### src/rtl/march_sequencer_if.sv
// Bus between the March C- sequencer and its memory/controller environment.
// The master side is the sequencer; the slave side drives start/abort and read data.
interface march_sequencer_if #(
    parameter int ADDR_W = 4,
    parameter int DATA_W = 8
);
    logic              start;
    logic              abort;
    logic [DATA_W-1:0] mem_rdata;
    logic [ADDR_W-1:0] mem_addr;
    logic [DATA_W-1:0] mem_wdata;
    logic              mem_we;
    logic              mem_re;
    logic              busy;
    logic              done;
    logic              fail;
    logic [ADDR_W-1:0] fail_addr;
    logic [2:0]        fail_elem;
    logic [7:0]        fail_count;

    modport master (
        input  start, abort, mem_rdata,
        output mem_addr, mem_wdata, mem_we, mem_re,
        output busy, done, fail, fail_addr, fail_elem, fail_count
    );

    modport slave (
        output start, abort, mem_rdata,
        input  mem_addr, mem_wdata, mem_we, mem_re,
        input  busy, done, fail, fail_addr, fail_elem, fail_count
    );
endinterface

### src/rtl/march_sequencer.sv
// March C- sequencer: walks a synchronous read-first memory through six March
// elements, one operation per cycle, and records first/total miscompares.
module march_sequencer #(
    parameter int ADDR_W = 4,
    parameter int DATA_W = 8
) (
    input logic               clk,
    input logic               rst,
    march_sequencer_if.master bus
);
    // state | meaning
    // IDLE  | waiting for start, memory quiet
    // RUN   | issuing one March operation per cycle
    // DRAIN | comparing the data of the final E5 read
    // DONE  | results valid, waiting for restart
    typedef enum logic [1:0] {
        IDLE  = 2'd0,
        RUN   = 2'd1,
        DRAIN = 2'd2,
        DONE  = 2'd3
    } state_t;

    localparam logic [ADDR_W-1:0] ADDR_LAST = '1;
    localparam logic [ADDR_W-1:0] ADDR_ONE  = ADDR_W'(1);
    localparam logic [2:0]        ELEM_LAST = 3'd5;

    state_t            state_q, state_d;
    logic [2:0]        elem_q, elem_d;
    logic [ADDR_W-1:0] addr_q, addr_d;
    logic              phase_q, phase_d;
    logic              cmp_vld_q, cmp_vld_d;
    logic              cmp_exp_q, cmp_exp_d;
    logic [ADDR_W-1:0] cmp_addr_q, cmp_addr_d;
    logic [2:0]        cmp_elem_q, cmp_elem_d;
    logic              fail_q, fail_d;
    logic [ADDR_W-1:0] fail_addr_q, fail_addr_d;
    logic [2:0]        fail_elem_q, fail_elem_d;
    logic [7:0]        fail_cnt_q, fail_cnt_d;

    logic       elem_down, elem_two, op_read, read_bg, write_bg;
    logic       addr_end, op_last, run_end, start_run, miscmp;
    logic [2:0] elem_nxt;

    // E1..E4 are read-then-write pairs; E3/E4 walk downward.
    assign elem_down = (elem_q == 3'd3) || (elem_q == 3'd4);
    assign elem_two  = (elem_q >= 3'd1) && (elem_q <= 3'd4);
    assign op_read   = (elem_q != 3'd0) && !phase_q;
    assign read_bg   = (elem_q == 3'd2) || (elem_q == 3'd4);
    assign write_bg  = (elem_q == 3'd1) || (elem_q == 3'd3);
    assign addr_end  = elem_down ? (addr_q == '0) : (addr_q == ADDR_LAST);
    assign op_last   = !elem_two || phase_q;
    assign run_end   = (elem_q == ELEM_LAST) && addr_end;
    assign elem_nxt  = elem_q + 3'd1;
    assign start_run = bus.start && ((state_q == IDLE) || (state_q == DONE));
    assign miscmp    = cmp_vld_q && !bus.abort
                       && (bus.mem_rdata != {DATA_W{cmp_exp_q}});

    always_ff @(posedge clk or posedge rst) begin
        if (rst) state_q <= IDLE;
        else     state_q <= state_d;
    end

    always_comb begin
        state_d = state_q;
        case (state_q)
            IDLE:    if (bus.start) state_d = RUN;
            RUN: begin
                if (bus.abort)              state_d = IDLE;
                else if (op_last && run_end) state_d = DRAIN;
            end
            DRAIN:   state_d = bus.abort ? IDLE : DONE;
            DONE:    if (bus.start) state_d = RUN;
            default: state_d = IDLE;
        endcase
    end

    always_comb begin
        bus.mem_we    = 1'b0;
        bus.mem_re    = 1'b0;
        bus.mem_addr  = '0;
        bus.mem_wdata = '0;
        if (state_q == RUN) begin
            bus.mem_addr = addr_q;
            if (!bus.abort) begin
                bus.mem_we    = !op_read;
                bus.mem_re    = op_read;
                bus.mem_wdata = op_read ? '0 : {DATA_W{write_bg}};
            end
        end
        bus.busy = (state_q == RUN) || (state_q == DRAIN);
        bus.done = (state_q == DONE);
    end

    always_comb begin
        elem_d      = elem_q;
        addr_d      = addr_q;
        phase_d     = phase_q;
        cmp_vld_d   = 1'b0;
        cmp_exp_d   = cmp_exp_q;
        cmp_addr_d  = cmp_addr_q;
        cmp_elem_d  = cmp_elem_q;
        fail_d      = fail_q;
        fail_addr_d = fail_addr_q;
        fail_elem_d = fail_elem_q;
        fail_cnt_d  = fail_cnt_q;
        if (start_run) begin
            elem_d      = '0;
            addr_d      = '0;
            phase_d     = 1'b0;
            fail_d      = 1'b0;
            fail_addr_d = '0;
            fail_elem_d = '0;
            fail_cnt_d  = '0;
        end else begin
            if ((state_q == RUN) && !bus.abort) begin
                cmp_vld_d  = op_read;
                cmp_exp_d  = read_bg;
                cmp_addr_d = addr_q;
                cmp_elem_d = elem_q;
                if (!op_last) begin
                    phase_d = 1'b1;
                end else begin
                    phase_d = 1'b0;
                    if (!addr_end) begin
                        addr_d = elem_down ? addr_q - ADDR_ONE : addr_q + ADDR_ONE;
                    end else if (elem_q != ELEM_LAST) begin
                        elem_d = elem_nxt;
                        addr_d = ((elem_nxt == 3'd3) || (elem_nxt == 3'd4)) ? ADDR_LAST : '0;
                    end
                end
            end
            // Compare stage trails the read by one cycle, so it spans element edges and DRAIN.
            if (miscmp) begin
                fail_d = 1'b1;
                if (fail_cnt_q != 8'hFF) fail_cnt_d = fail_cnt_q + 8'd1;
                if (!fail_q) begin
                    fail_addr_d = cmp_addr_q;
                    fail_elem_d = cmp_elem_q;
                end
            end
        end
    end

    always_ff @(posedge clk or posedge rst) begin
        if (rst) begin
            elem_q      <= '0;
            addr_q      <= '0;
            phase_q     <= 1'b0;
            cmp_vld_q   <= 1'b0;
            cmp_exp_q   <= 1'b0;
            cmp_addr_q  <= '0;
            cmp_elem_q  <= '0;
            fail_q      <= 1'b0;
            fail_addr_q <= '0;
            fail_elem_q <= '0;
            fail_cnt_q  <= '0;
        end else begin
            elem_q      <= elem_d;
            addr_q      <= addr_d;
            phase_q     <= phase_d;
            cmp_vld_q   <= cmp_vld_d;
            cmp_exp_q   <= cmp_exp_d;
            cmp_addr_q  <= cmp_addr_d;
            cmp_elem_q  <= cmp_elem_d;
            fail_q      <= fail_d;
            fail_addr_q <= fail_addr_d;
            fail_elem_q <= fail_elem_d;
            fail_cnt_q  <= fail_cnt_d;
        end
    end

    assign bus.fail       = fail_q;
    assign bus.fail_addr  = fail_addr_q;
    assign bus.fail_elem  = fail_elem_q;
    assign bus.fail_count = fail_cnt_q;
endmodule
### src/flat_wrapper.sv
// flat-port wrapper written by rule: the top's interface ports become plain ports
module march_sequencer_flat 
#(
    parameter int ADDR_W = 4,
    parameter int DATA_W = 8
)
  (clk, rst, bus_start, bus_abort, bus_mem_rdata, bus_mem_addr, bus_mem_wdata, bus_mem_we, bus_mem_re, bus_busy, bus_done, bus_fail, bus_fail_addr, bus_fail_elem, bus_fail_count);
  march_sequencer_if #(.ADDR_W(ADDR_W), .DATA_W(DATA_W)) bus_i ();
  input logic clk;
  input logic rst;
  input wire logic [$bits(bus_i.start)-1:0] bus_start;
  input wire logic [$bits(bus_i.abort)-1:0] bus_abort;
  input wire logic [$bits(bus_i.mem_rdata)-1:0] bus_mem_rdata;
  output wire logic [$bits(bus_i.mem_addr)-1:0] bus_mem_addr;
  output wire logic [$bits(bus_i.mem_wdata)-1:0] bus_mem_wdata;
  output wire logic [$bits(bus_i.mem_we)-1:0] bus_mem_we;
  output wire logic [$bits(bus_i.mem_re)-1:0] bus_mem_re;
  output wire logic [$bits(bus_i.busy)-1:0] bus_busy;
  output wire logic [$bits(bus_i.done)-1:0] bus_done;
  output wire logic [$bits(bus_i.fail)-1:0] bus_fail;
  output wire logic [$bits(bus_i.fail_addr)-1:0] bus_fail_addr;
  output wire logic [$bits(bus_i.fail_elem)-1:0] bus_fail_elem;
  output wire logic [$bits(bus_i.fail_count)-1:0] bus_fail_count;
  assign bus_i.start = bus_start;
  assign bus_i.abort = bus_abort;
  assign bus_i.mem_rdata = bus_mem_rdata;
  assign bus_mem_addr = bus_i.mem_addr;
  assign bus_mem_wdata = bus_i.mem_wdata;
  assign bus_mem_we = bus_i.mem_we;
  assign bus_mem_re = bus_i.mem_re;
  assign bus_busy = bus_i.busy;
  assign bus_done = bus_i.done;
  assign bus_fail = bus_i.fail;
  assign bus_fail_addr = bus_i.fail_addr;
  assign bus_fail_elem = bus_i.fail_elem;
  assign bus_fail_count = bus_i.fail_count;
  march_sequencer #(.ADDR_W(ADDR_W), .DATA_W(DATA_W)) u_core (.clk(clk), .rst(rst), .bus(bus_i));
endmodule
### config.mk
export PLATFORM = sky130hd
export DESIGN_NAME = march_sequencer_flat
export DESIGN_NICKNAME = d
export VERILOG_FILES = /design/src/rtl/march_sequencer_if.sv /design/src/rtl/march_sequencer.sv /design/src/flat_wrapper.sv
export SDC_FILE = /design/constraint.sdc
export NUM_CORES = 1
export LEC_CHECK = 0
export BUFFER_PORTS_ARGS = -buffer_cell sky130_fd_sc_hd__clkbuf_2
export CORE_MARGIN = 5
export CORE_UTILIZATION = 30
export DETAILED_ROUTE_END_ITERATION = 8
export MAX_ROUTING_LAYER = met4
export PLACE_DENSITY = 0.48
export SYNTH_ARGS = -nofsm -noshare
export SYNTH_HDL_FRONTEND = slang
export SYNTH_SLANG_ARGS = --single-unit
### constraint.sdc
create_clock -name clk -period 3.6 [get_ports clk]
set_clock_uncertainty 0.1 [all_clocks]
set_input_delay 0.72 -clock clk [delete_from_list [all_inputs] [get_ports clk]]
set_output_delay 0.72 -clock clk [all_outputs]
set_load 0.01 [all_outputs]
# Word level (Yosys, flattened, before mapping)
# Cells that the tools add are included.
[word_totals]
ff_bits = 35
[op_classes]
addsub = 4
muxes = 42
eq_ne = 18
n_reduce_logical = 35
n_lt_le_gt_ge = 2
bitwise_logic = 1
[ops]
columns = ["op", "n"]
rows = [
  ["8-bit 2-to-1 mux", 6],
  ["4-bit 2-to-1 mux", 11],
  ["3-bit 2-to-1 mux", 8],
  ["1-bit 2-to-1 mux", 12],
  ["2-bit nonzero test", 6],
  ["3-bit by 2-bit equality test with 1-bit output (second input constant)", 3],
  ["3-bit equality test (second input constant)", 3],
  ["8-bit by 1-bit adder with 8-bit output (second input constant)", 1],
  ["1-bit logical AND", 8],
  ["2-bit 2-to-1 mux", 4],
  ["8-bit != test", 1],
  ["8-bit != test (second input constant)", 1],
  ["2-bit AND reduction", 4],
  ["1-bit logical OR", 7],
  ["3-bit != test (second input constant)", 2],
  ["2-bit one-hot mux with 3 select lines", 1],
  ["4-bit by 1-bit adder with 4-bit output (second input constant)", 1],
  ["2-bit equality test (second input constant)", 2],
  ["4-bit equality test (second input constant)", 1],
  ["1-bit zero test", 4],
  ["4-bit zero test", 1],
  ["4-bit AND reduction", 1],
  ["4-bit by 1-bit subtractor with 4-bit output (second input constant)", 1],
  ["3-bit by 1-bit adder with 3-bit output (second input constant)", 1],
  ["other kinds (12)", 12],
]

# Longest topological paths before layout
[depth]
depth_word = 9
depth_mapped = 10
mapped_depth_nobuf = 10

# Least setup slack after synthesis
# No wires, ideal clock.
[synth_timing]
path_type = "in2out"
startpoint = "in bus_abort"
endpoint = "out bus_mem_wdata[1]"
arrival_ns = 1.864
path_slack_ns = 0.916
required_ns = 2.780
cell_stages = 4
n_path_buf = 1
cell_sequence = "inv_1 nand2_1 nor3_1 buf_4"
[synth_between]
elab_chain_len = 2
[synth_rtl]
columns = ["element", "line", "rtl"]
rows = [
  ["start: declaration", "flat_wrapper.sv:12", "input wire logic [$bits(bus_i.abort)-1:0] bus_abort;"],
  ["8-bit 2-to-1 mux", "march_sequencer.sv:84", "if (!bus.abort) begin"],
  ["8-bit 2-to-1 mux", "march_sequencer.sv:82", "if (state_q == RUN) begin"],
  ["end: declaration", "flat_wrapper.sv:15", "output wire logic [$bits(bus_i.mem_wdata)-1:0] bus_mem_wdata;"],
]
# No other way between the ends.

# Worst setup path after layout
[layout_timing]
startpoint = "reg u_core.state_q[1]"
endpoint = "out bus_mem_wdata[2]"
[layout_between]
elab_chain_len = 2
[layout_rtl]
columns = ["element", "line", "rtl"]
rows = [
  ["start: declaration", "march_sequencer.sv:27", "state_t state_q, state_d;"],
  ["start signal: assignment", "march_sequencer.sv:60", "else state_q <= state_d;"],
  ["2-bit by 1-bit equality test with 1-bit output", "march_sequencer.sv:82", ""],
  ["8-bit 2-to-1 mux", "march_sequencer.sv:82", ""],
]
# No other way between the ends.

==> results.toml <==
[logic_synthesis]
netlist_area_sq_um = 2057
synthMuxAreaShare_pct = 5.474
synth_edf_count = 0
syn_nets = 244
synth_top_family_by_area = "simple AND/OR/NAND/NOR gates"
synth_compound_area_share_pct = 14.54
synth-adder-area-share_pct = 8.881
synth_warnings = 0
netlist_top_cells_area = "dfrtp_1, ha_1, nand2_1"
synth_common_cells = "dfrtp_1, nand2_1, nor2_1"
async_reset_ff_share_pct = 100.0
synthCells = 218
synth-simple-area-share_pct = 19.77
synth_most_common_cell = "dfrtp_1"
yosysSeqAreaShare_pct = 42.58
synth_cell_type_count = 46
synth_largest_area_cell = "dfrtp_1"
synth_area_per_cell_sq_um = 9.436
synth-seq-cells = 35
synth_top_area_share_pct = 42.58
synth_top_flop_cell = "dfrtp_1"
synth_xor_area_share_pct = 2.555

[floorplanning]
die_w_um = 92.81
dieArea_sq_um = 8613
dieHeight_um = 92.81
start_util_pct = 30.61
io_pins = 44
fp.coreArea_sq_um = 6719
core.rowCount = 30

[clock_network]
clkSlewWorstSetupHoldPaths_ns = 0.08
numCtsBuffers = 5
cts_sinks = 35
cts_resized = 0
cts_hold_buf = 0
cts_max_path_buffers = 2
root_buffer = "clkbuf_8"
tritoncts = "yes"
postCtsSetupBuffers = 0
clock_latency_ns = 0.29
h-tree-depth = 2

[grt]
overflow = 0
grt_max_degree = 36
grt_pass1_wl_mm = 7.879
track_usage_pct = 11.61
antenna_found_initial = 0
first_global_vias = 1594

[worst_setup_path]
regToRegEndpoint = "u_core.addr_q[3]"
start_kind = "flop"
required_ns = 2.78
worstSetupPathType = "flop to output pin"
reg2reg_from = "u_core.elem_q[0]"
cp.arrival_ns = 2.20
cp-end-kind = "output pin"
reg2reg_depth = 10
crit_fanout = 8
reg2reg_slack_ns = 0.78

[drt]
dr.pass1.iters = 4
drc_errors = 0
ant_nets = 0
avgViaCountPerCell = 4.856
via_count = 1651
wl_per_cell_um = 13.49
wirelength_mm = 4.585
drt-initial-drc-count = 62

[placed_design]
dp_slack_ns = 0.7523
dpl.cell_count = 332
dpl.hpwl_mm = 3.417
gp_congestion = 0.7362
io_buffer_count = 43

[sta]
tightestPinTransition_ns = 0.9697
final-setup-viol-count = 0
timing.final.crit_share_pct = 83.75
timing.fmax_mhz = 331.7
rsz0062_at_grt = "no"
hold_viol_final = 0
tns_ns = 0
slew_viol_final = 0
slew_headroom_pct = 34.86
fin_ws_ns = 0.5849
min_period_ns = 3.015

[cells_and_area]
stdcell_count = 340
diodes = 0
area_delta_synth_final_pct = 18.43
fin_nets = 285
drive_gt1_share_pct = 25.00
fill_cells = 683

[pwr]
combPwrFrac_pct = 29.2
power_frac_seq_pct = 39.8
intPower_uw = 756.9
switching_share_pct = 34.37
peakVddDrop_mv = 0.2021
p_leak_nw = 1.221
powerDensity_nw_per_um2 = 473.4
p_switching_uw = 396.4
pwr-share-clk_pct = 31.0

[hold_path]
min_to = "u_core.cmp_elem_q[2]"
whs_path_depth = 2
hp-class = "flop to flop"
hold_start = "u_core.cmp_elem_q[2]"

[run_status]
status = "complete, no violations"

[run]
maxCapViolCount = 0
-- metrics by stage --
stage                     hold WS [ns]  util (%)  area (sq um)  power [mW]
after floorplan                 0.3552         -          2057      0.6991
after global placement          0.3703     34.58          2323      0.8122
after detailed placement        0.3774     34.58          2323      0.8098
after CTS                       0.3978     36.26          2436       1.175
after global routing            0.4062     36.26          2436       1.228
final                           0.3885     36.26          2436       1.153
-- critical path: stages (launching register included) --
cell	delay (ns)
dfrtp_1	0.41
inv_1	0.11
ha_1	0.26
nand2_1	0.23
nor3_1	0.65
clkbuf_2	0.25
-- power groups by stage --
stage	registers (mW)	logic (mW)	clock network, mW
final	0.459	0.337	0.357
after global routing	0.463	0.378	0.387
after CTS	0.459	0.345	0.370
after detailed placement	0.467	0.343	0
after global placement	0.467	0.345	0
after floorplan	0.456	0.243	0
-- registers in the layout, indices dropped and copies added (netlist names) --
signal                 count
u_core.cmp_exp_q           1
u_core.bus.fail            1
u_core.bus.fail_addr       4
u_core.cmp_vld_q           1
u_core.cmp_addr_q          4
u_core.bus.fail_elem       3
u_core.phase_q             1
u_core.bus.fail_count      8
u_core.state_q             2
u_core.elem_q              3
u_core.cmp_elem_q          3
u_core.addr_q              4
-- per-layer routing --
layer / up-vias / wire, um / track usage [%]
met5: - / 0 / -
met1: 765 / 2201 / 15.20
met3: 6 / 222 / 2.356
met2: 38 / 2087 / 17.88
met4: 0 / 73 / 4.029
li1: 842 / - / -
-- how the worst max path moves through the flow --
stage                            startpoint               end  slack, ns  cells after the start
after floorplan                   bus_abort  bus_mem_wdata[1]       0.92                      4
after global placement     u_core.elem_q[0]  u_core.addr_q[3]       0.84                     10
after detailed placement          bus_abort  bus_mem_wdata[4]       0.75                      5
after CTS                 u_core.state_q[1]  bus_mem_wdata[4]       0.54                      5
after global routing      u_core.state_q[1]  bus_mem_wdata[0]       0.32                      5
final                     u_core.state_q[1]  bus_mem_wdata[2]       0.58                      5
-- cell families (layout without fill, tap and decap cells) --
| logic type | Yosys count | count (layout) |
|---|---|---|
| and+or+nand+nor | 84 | 84 |
| AOI/OAI and AO/OA | 43 | 43 |
| DFF | 35 | 35 |
| buffers and inverters | 26 | 68 |
| adders and majority gates | 14 | 14 |
| muxes | 10 | 10 |
| xor gates and xnor gates | 6 | 6 |
-- layout by cell type (no fill, tap or decap), types with 2 or more instances in the layout --
cell type / instances
a211oi_1: 2
a21o_1: 2
a21oi_1: 8
a22o_1: 3
a31oi_1: 2
a41o_1: 3
and2_1: 4
and3_1: 3
buf_4: 4
clkbuf_2: 43
clkbuf_8: 5
dfrtp_1: 35
ha_1: 13
inv_1: 12
mux2_2: 2
mux2i_1: 5
nand2_1: 27
nand3_1: 11
nand4_1: 3
nor2_1: 19
nor2b_1: 3
nor3_1: 5
nor4_1: 2
o21ai_0: 3
o21ai_1: 13
xnor2_1: 5
-- layout make-up --
class	instances	area (sq um)	area share [%]
Multi-Input combinational cell	157	1054	43.25
Sequential cell	35	875.8	35.95
Timing Repair Buffer	47	245.2	10.07
Tap cell	80	100.1	4.109
Clock buffer	5	68.82	2.825
Inverter	13	48.80	2.003
Clock inverter	3	43.79	1.798
Note: power is estimated with default switching activity, not from simulation.
